File: src/rtl/writeback_unit.sv
// Register-file writeback stage: merges ALU results and in-order load returns into one write per cycle.
// Optional macro WB_BYPASS_EN forwards the in-flight write to decode operands; without it, decode stalls one cycle instead.
module writeback_unit #(
    parameter int DATA_W    = 16,
    parameter int ADDR_W    = 3,
    parameter int LDQ_DEPTH = 2
) (
    input  logic                 clk,
    input  logic                 rst,
    input  logic                 alu_valid,
    input  logic [ADDR_W-1:0]    alu_rd,
    input  logic [DATA_W-1:0]    alu_dat,
    input  logic                 ld_issue,
    input  logic [ADDR_W-1:0]    ld_issue_rd,
    output logic                 ld_issue_ready,
    input  logic                 ld_valid,
    input  logic [DATA_W-1:0]    ld_dat,
    output logic                 ld_ready,
    output logic [ADDR_W-1:0]    tgt,
    output logic [DATA_W-1:0]    tgt_dat,
    input  logic [ADDR_W-1:0]    src1,
    input  logic [ADDR_W-1:0]    src2,
    input  logic [DATA_W-1:0]    rf_src1_dat,
    input  logic [DATA_W-1:0]    rf_src2_dat,
    output logic [DATA_W-1:0]    src1_dat,
    output logic [DATA_W-1:0]    src2_dat,
    output logic                 src1_busy,
    output logic                 src2_busy,
    output logic [2**ADDR_W-1:0] busy
);

    localparam int PTR_W = $clog2(LDQ_DEPTH);
    localparam int CNT_W = PTR_W + 1;
    localparam logic [CNT_W-1:0] FULL = CNT_W'(LDQ_DEPTH);

    logic [ADDR_W-1:0]   ldq [LDQ_DEPTH];
    logic [PTR_W-1:0]    head;
    logic [PTR_W-1:0]    tail;
    logic [CNT_W-1:0]    count;
    logic [ADDR_W-1:0]   head_rd;
    logic                push;
    logic                pop;
    logic [2**ADDR_W-1:0] busy_next;

    assign head_rd        = ldq[head];
    assign ld_ready       = (count != '0) && !alu_valid;
    assign pop            = ld_valid && ld_ready;
    assign ld_issue_ready = (count < FULL) && ((ld_issue_rd == '0) || !busy[ld_issue_rd]);
    assign push           = ld_issue && ld_issue_ready;

    // A pushed rd can never equal a busy head rd, so the clear and set never collide.
    always_comb begin
        busy_next = busy;
        if (pop)
            busy_next[head_rd] = 1'b0;
        if (push && (ld_issue_rd != '0))
            busy_next[ld_issue_rd] = 1'b1;
        busy_next[0] = 1'b0;
    end

    always_ff @(posedge clk) begin
        if (rst) begin
            head  <= '0;
            tail  <= '0;
            count <= '0;
            busy  <= '0;
        end else begin
            busy <= busy_next;
            if (push)
                tail <= tail + 1'b1;
            if (pop)
                head <= head + 1'b1;
            if (push && !pop)
                count <= count + 1'b1;
            else if (pop && !push)
                count <= count - 1'b1;
        end
    end

    always_ff @(posedge clk) begin
        if (push)
            ldq[tail] <= ld_issue_rd;
    end

    always_ff @(posedge clk) begin
        if (rst) begin
            tgt     <= '0;
            tgt_dat <= '0;
        end else if (alu_valid) begin
            tgt     <= alu_rd;
            tgt_dat <= alu_dat;
        end else if (pop) begin
            tgt     <= head_rd;
            tgt_dat <= ld_dat;
        end else begin
            tgt     <= '0;
        end
    end

`ifdef WB_BYPASS_EN
    always_comb begin
        src1_dat  = ((tgt != '0) && (tgt == src1)) ? tgt_dat : rf_src1_dat;
        src2_dat  = ((tgt != '0) && (tgt == src2)) ? tgt_dat : rf_src2_dat;
        src1_busy = (src1 != '0) && busy[src1];
        src2_busy = (src2 != '0) && busy[src2];
    end
`else
    always_comb begin
        src1_dat  = rf_src1_dat;
        src2_dat  = rf_src2_dat;
        src1_busy = ((src1 != '0) && busy[src1]) || ((tgt != '0) && (tgt == src1));
        src2_busy = ((src2 != '0) && busy[src2]) || ((tgt != '0) && (tgt == src2));
    end
`endif

    // Decode must never let an ALU result target a register still awaiting its load.
    assert property (@(posedge clk) disable iff (rst)
        !(alu_valid && (alu_rd != '0) && busy[alu_rd]));

endmodule

File: config.mk
export PLATFORM = sky130hd
export DESIGN_NAME = writeback_unit
export DESIGN_NICKNAME = d
export VERILOG_FILES = /design/src/rtl/writeback_unit.sv
export SDC_FILE = /design/constraint.sdc
export NUM_CORES = 1
export LEC_CHECK = 0
export CAP_MARGIN = 20
export CORE_MARGIN = 3
export CORE_UTILIZATION = 39
export CTS_BUF_LIST = sky130_fd_sc_hd__clkbuf_16
export CTS_CLUSTER_DIAMETER = 40
export DETAILED_ROUTE_END_ITERATION = 6
export PLACE_DENSITY = 0.86
export SETUP_SLACK_MARGIN = 0.4
export SLEW_MARGIN = 0
export SYNTH_ARGS = -nofsm -noshare
export SYNTH_HDL_FRONTEND = slang
export SYNTH_SLANG_ARGS = --single-unit
export TNS_END_PERCENT = 1
File: constraint.sdc
create_clock -name clk -period 3.7 [get_ports clk]
set_input_delay 0.555 -clock clk [delete_from_list [all_inputs] [get_ports clk]]
set_output_delay 0.555 -clock clk [all_outputs]
set_load 0.02 [all_outputs]
==> results of run 1 <==
## kinds of logic after synthesis
group           count (synthesis)
mux                            12
buf+inv                        53
compound gates                 47
fa+ha+maj                       1
flops                          37
other cells                     1
simple gates                   84
xor+xnor                        7
## synth_stat cells, types with 2 or more instances
cell and instances:
edfxtp_1 6, buf_4 34, a21oi_1 6, buf_2 4, o32ai_1 3, o31ai_1 5
a311oi_1 16, clkbuf_1 6, clkbuf_8 2, nand3_1 17, o21ai_1 3, xor2_1 7
inv_1 4, nor3_1 2, mux4_2 2, o211ai_1 3, mux2i_1 7, dfxtp_1 31
o22a_1 2, buf_6 2, a32oi_1 3, nor2_1 30, nand2_1 23
## registers in the layout (all words and copies together), names as in the netlist, named ones only
signal and count:
busy 7, count 2, head 1, ldq 6, tail 1, tgt 3
tgt_dat 16
## metal layers
layer	vias up	part of all wire, %	GRT usage (%)
li1	912	-	-
met1	888	43	19.9
met2	56	50	27.2
met3	4	6.2	4.60
met4	0	0.79	4.39
met5	-	0	0
## worst register-to-register path: stages, from the launching register on
cell	delay (ps)
dfxtp_1	440
nor4bb_1	410
nor3b_2	100
nand3_2	220
inv_2	60
ha_1	310
or3_1	370
a21oi_1	130
## final timing paths
path / to / slack [ps] / cells after the start
max: ld_issue_ready / 660 / 5
min: tgt_dat[7] / 480 / 2
max reg2reg: count[1] / 1590 / 7
min reg2reg: tgt_dat[7] / 480 / 2
## power breakdown
group	internal [mW]	switching, mW
clock	0.384	0.157
sequential	0.468	0.0519
combinational	0.210	0.228
total	1.06	0.436
## area by class of cell
class,instances,share of cell area [%]
well taps,70,3.03
repair buffers,81,27.8
clock buffers,5,4.33
multi-input cells,152,34.2
clock inverters,3,2.25
flip-flops and latches,37,27.7
inverters,5,0.649
## layout by cell type, fill, tap and decap left out, drive strengths merged, types with 2 or more instances in the layout
cell type / synthesis / final
nor3: 2 / 2
a32oi: 3 / 3
o211ai: 3 / 3
or2: 2 / 2
o32ai: 3 / 3
clkbuf: 8 / 5
xor2: 7 / 7
bufinv: 0 / 2
o21ai: 4 / 4
o31ai: 5 / 5
o22a: 2 / 2
mux2: 3 / 3
a21oi: 6 / 6
a311oi: 16 / 16
edfxtp: 6 / 6
buf: 40 / 3
nand3: 18 / 18
dfxtp: 31 / 31
nand2b: 2 / 2
nand2: 23 / 23
mux2i: 7 / 7
clkdlybuf4s50: 0 / 78
nor2: 30 / 30
mux4: 2 / 2
inv: 5 / 5
## metrics by stage
stage	setup WS [ps]	util, %
6_report	657	55.2
5_1_grt	582	55.2
4_1_cts	654	55.2
3_5_place_dp	663	51.6
3_3_place_gp	710	51.6
2_1_floorplan	1460	-
==> flow_summary_export.csv, run 1 <==
group,metric,value,unit
timing,tightest_slew,906,ps
timing,finClkSkew,4.99,ps
critical_path,crit_family,"buffers and inverters",
timing,slew_viol_final,0,
critical_path,slowest_delay,650,ps
min_path,hp-start,"tgt_dat[7]",
power,p_total,1.50,mW
timing,finalHoldViolations,0,
synth,synth_fa_ha_area_share,0.580,%
global_route,grt_pass1_vias,1718,
power,power_density,519,nW/um^2
timing,period_share,82.2,%
drt,wire_per_inst,15.1,um
cells_and_area,area_delta_synth_final,34.0,%
synth,synth-compound-area-share,16.8,%
clock_tree,cts_max_path_buffers,2,
power,ir_worst_vdd,0.278,mV
synth,synthMuxAreaShare,7.08,%
global_route,grt_max_degree,33,
clock_tree,cts.sinks,37,
timing,slew_headroom,39.5,%
cells_and_area,finalInstanceArea,2890,sq um
floorplan,ios,144,
cells_and_area,final-instance-count-excl-fill,353,
synth,synth_top_area_share,28.8,%
drt,drtIter0Drc,78,
drt,via_count,1860,
cells_and_area,regArea,801,sq um
timing,setup_viol,0,
critical_path,crit_path_start,"ld_issue_rd[0]",
global_route,track_usage,16.1,%
floorplan,die_w,80.4,um
synth,ys_top_cells_by_area,"dfxtp_1 29%, buf_4 12%, edfxtp_1 8.4%",
timing,max_freq,329,MHz
critical_path,crit_fanout,8,
synth,synthCells,242,
clock_tree,hold_buffers,0,
timing,fin_setup_tns,0,ps
synth,synth_seq_cells,37,
floorplan,row_count,26,
global_route,grt_pass1_wl,8180,um
critical_path,worst-path-buf-inv,2,
synth,synth-seq-area-share,37.1,%
flow_run,cap_viol_max_count,0,
placement,placement.io_buffers,78,
drt,ant_nets,0,
placement,place_congestion,0.855,
critical_path,crit_chain,"clkdlybuf4s50_1, nor4bb_1, nor2_1, and3_1, clkdlybuf4s50_1",
synth,synth_top_family_by_area,"simple AND/OR/NAND/NOR gates",
timing,min_period,3040,ps
status,status,"complete, no violations",
timing,rsz0062_at_grt,"false",
synth,synth_top_flop_cell,"dfxtp_1",
min_path,worstHoldPathType,"reg -> reg",
clock_tree,path_clk_slew,60,ps
global_route,gr-total-overflow,0,
cells_and_area,antenna_cells,0,
floorplan,dieArea,6460,sq um
critical_path,start_kind,"primary input",
critical_path,cpMaxStageDelayCell,"clkdlybuf4s50_1",
synth,syn-num-nets,324,
clock_tree,cts_buffers,5,
cells_and_area,num-fill-cells,466,
synth,synth.distinct_cells,47,
critical_path,cpMostUsedCell,"clkdlybuf4s50_1",
placement,placed_cells,345,
floorplan,core_area,5240,sq um
placement,dpl-instance-area,2700,sq um
critical_path,path_class,"in -> out",
synth,synth_edf_count,6,
power,p_leak,1.05,nW
cells_and_area,nets,364,
synth,synthXorXnorAreaFrac,2.84,%
synth,yosysTopAreaCell,"dfxtp_1",
synth,yosys_warnings,0,
drt,viasPerCell,5.27,
drt,drc,0,
global_route,antenna_found_initial,0,
drt,finalWirelength,5320,um
placement,dpl.hpwl,3910,um
drt,dr.pass1.iters,4,
floorplan,die_h,80.4,um
clock_tree,post_cts_buffers,0,
synth,avgSynthCellArea,8.91,sq um
cells_and_area,drive_gt1_share,8.13,%
clock_tree,ctsResizeCount,0,
critical_path,endpoint_kind,"primary output",
critical_path,reg2reg_from,"busy[1]",
synth,synth-simple-area-share,18.4,%
critical_path,worstPathRequired,3140,ps
clock_tree,cts.htree.levels,2,
floorplan,initial_core_util,41.2,%
timing,hold_ws,482,ps
clock_tree,worstSkewPairLatency,280,ps
critical_path,arrival,2490,ps
clock_tree,cts-root-buf,"clkbuf_16",
synth,synth_area,2160,sq um
synth,synthArstFlopShare,0,%
cells_and_area,multi_input_area,990,sq um
clock_tree,cts_tree,"built",
Power figures use the tool's default switching activity.
==> run 2: changes to the inputs <==
--- a/config.mk
+++ b/config.mk
@@ -7,11 +7,11 @@
 export LEC_CHECK = 0
 export CAP_MARGIN = 20
 export CORE_MARGIN = 3
-export CORE_UTILIZATION = 39
+export CORE_UTILIZATION = 36
 export CTS_BUF_LIST = sky130_fd_sc_hd__clkbuf_16
 export CTS_CLUSTER_DIAMETER = 40
 export DETAILED_ROUTE_END_ITERATION = 6
-export PLACE_DENSITY = 0.86
+export PLACE_DENSITY = 0.8
 export SETUP_SLACK_MARGIN = 0.4
 export SLEW_MARGIN = 0
 export SYNTH_ARGS = -nofsm -noshare
==> constraint.sdc (replaced) <==
create_clock -name clk -period 2.82 [get_ports clk]
set_input_delay 0.423 -clock clk [delete_from_list [all_inputs] [get_ports clk]]
set_output_delay 0.423 -clock clk [all_outputs]
set_load 0.02 [all_outputs]
==> flow_summary_export.csv, run 2 (same netlist as run 1, synthesis figures left out) <==
group,metric,value,unit
flow_run,cap_viol_max_count,0,
global_route,antenna_found_initial,0,
clock_tree,cts-root-buf,"clkbuf_16",
clock_tree,post_cts_buffers,0,
cells_and_area,top_regs,"tgt_dat: 16 flops, busy: 7 flops, ldq: 6 flops",
cells_and_area,final_util,51.1,%
global_route,grt_pass1_vias,1829,
cells_and_area,regMostFlops,"tgt_dat",
clock_tree,cts.sinks,37,
floorplan,dieArea,6960,sq um
floorplan,row_count,27,
cells_and_area,final_cell_mix,"72 x clkdlybuf4s50_1, 31 x dfxtp_1, 30 x nor2_1",
critical_path,reg2reg_from,"busy[1]",
critical_path,crit_path_start,"src2[0]",
drt,finalWirelength,5500,um
critical_path,arrival,2000,ps
clock_tree,cts.htree.levels,2,
drt,drtIter0Drc,92,
power,p_sw,0.575,mW
floorplan,initial_core_util,38.2,%
drt,drc,0,
power,power_frac_clock,28.9,%
global_route,grt_max_degree,33,
global_route,gr-total-overflow,0,
clock_tree,path_clk_slew,60,ps
timing,setup_viol,0,
power,power_density,623,nW/um^2
drt,dr.pass1.iters,4,
timing,min_period,2430,ps
power,p_leak,1.07,nW
power,pwr-share-seq,38.2,%
timing,finalWorstSetupSlack,393,ps
cells_and_area,antenna_cells,0,
power,p_total,1.80,mW
drt,ant_nets,0,
timing,rsz0062_at_grt,"true",
floorplan,core_area,5640,sq um
floorplan,die_w,83.4,um
min_path,hp-start,"tgt_dat[12]",
cells_and_area,finalInstanceArea,2880,sq um
placement,placed_cells,352,
critical_path,endpoint_kind,"primary output",
floorplan,die_h,83.4,um
cells_and_area,nets,369,
cells_and_area,layout_commonest_cell,"clkdlybuf4s50_1",
critical_path,path_class,"in -> out",
timing,slew_viol_final,0,
cells_and_area,area_delta_synth_final,33.6,%
timing,hold_ws,485,ps
clock_tree,worstSkewPairLatency,280,ps
power,ir_worst_vdd,0.328,mV
placement,pre_cts_ws,77.0,ps
placement,dpl.hpwl,4160,um
placement,place_congestion,0.918,
timing,finClkSkew,7.86,ps
global_route,grt_pass1_wl,8800,um
drt,wire_per_inst,15.3,um
timing,finalHoldViolations,0,
cells_and_area,largest_reg_flops,16,
power,switching_share,32.0,%
status,status,"complete, no violations",
critical_path,crit_fanout,5,
clock_tree,cts_max_path_buffers,2,
placement,placement.io_buffers,78,
critical_path,worstPathRequired,2400,ps
drt,via_count,1894,
power,internal-power,1.22,mW
min_path,worstHoldPathType,"reg -> reg",
timing,max_freq,412,MHz
critical_path,start_kind,"primary input",
cells_and_area,final-instance-count-excl-fill,359,
timing,period_share,86.1,%
drt,viasPerCell,5.28,
clock_tree,cts_tree,"built",
placement,dpl-instance-area,2740,sq um
power,comb_power_share,33.0,%
floorplan,ios,144,
cells_and_area,drive_gt1_share,9.41,%
timing,fin_setup_tns,0,ps
global_route,track_usage,15.3,%
clock_tree,cts_buffers,5,
[run 2: power by group through the flow]
stage          logic (mW)  clock network, mW  registers [mW]
2_1_floorplan       0.399                  0           0.713
3_3_place_gp        0.584                  0           0.688
3_5_place_dp        0.595                  0           0.692
4_1_cts             0.594              0.527           0.685
5_1_grt             0.645              0.549           0.698
6_report            0.592              0.518           0.685
[run 2: final timing paths]
check	end	slack, ps	cells past startpoint
worst max-delay path	src2_busy	390	5
worst min-delay path	tgt_dat[12]	490	2
worst max register to register	count[1]	820	8
worst min register to register	tgt_dat[12]	490	2
[run 2: final cells by class]
cell class | count | area, sq um
tap | 72 | 90.1
multi-input combinational | 152 | 996
fill | 539 | 2760
sequential | 37 | 801
timing repair buffer | 86 | 840
clock inverter | 2 | 11.3
clock buffer | 5 | 125
inverter | 5 | 18.8
[run 2: worst max-delay path, stage by stage]
cell             delay [ps]
clkdlybuf4s50_1         600
mux2i_1                 110
mux4_2                  470
o31ai_1                  80
clkdlybuf4s15_1         330
[run 2: what timing repair did]
item                                    in CTS  in global routing
endpoints found under the setup margin       5                  4
resized for setup                            7                  2
hold buffers                                 0                  0
hold endpoints to repair                     0                  0
[run 2: routing by layer]
| metal | GRT usage (%) | wire (um) |
|---|---|---|
| met5 | 0 | 0 |
| met4 | 5.05 | 76 |
| met3 | 4.46 | 377 |
| met2 | 25.3 | 2630 |
| met1 | 19.2 | 2410 |
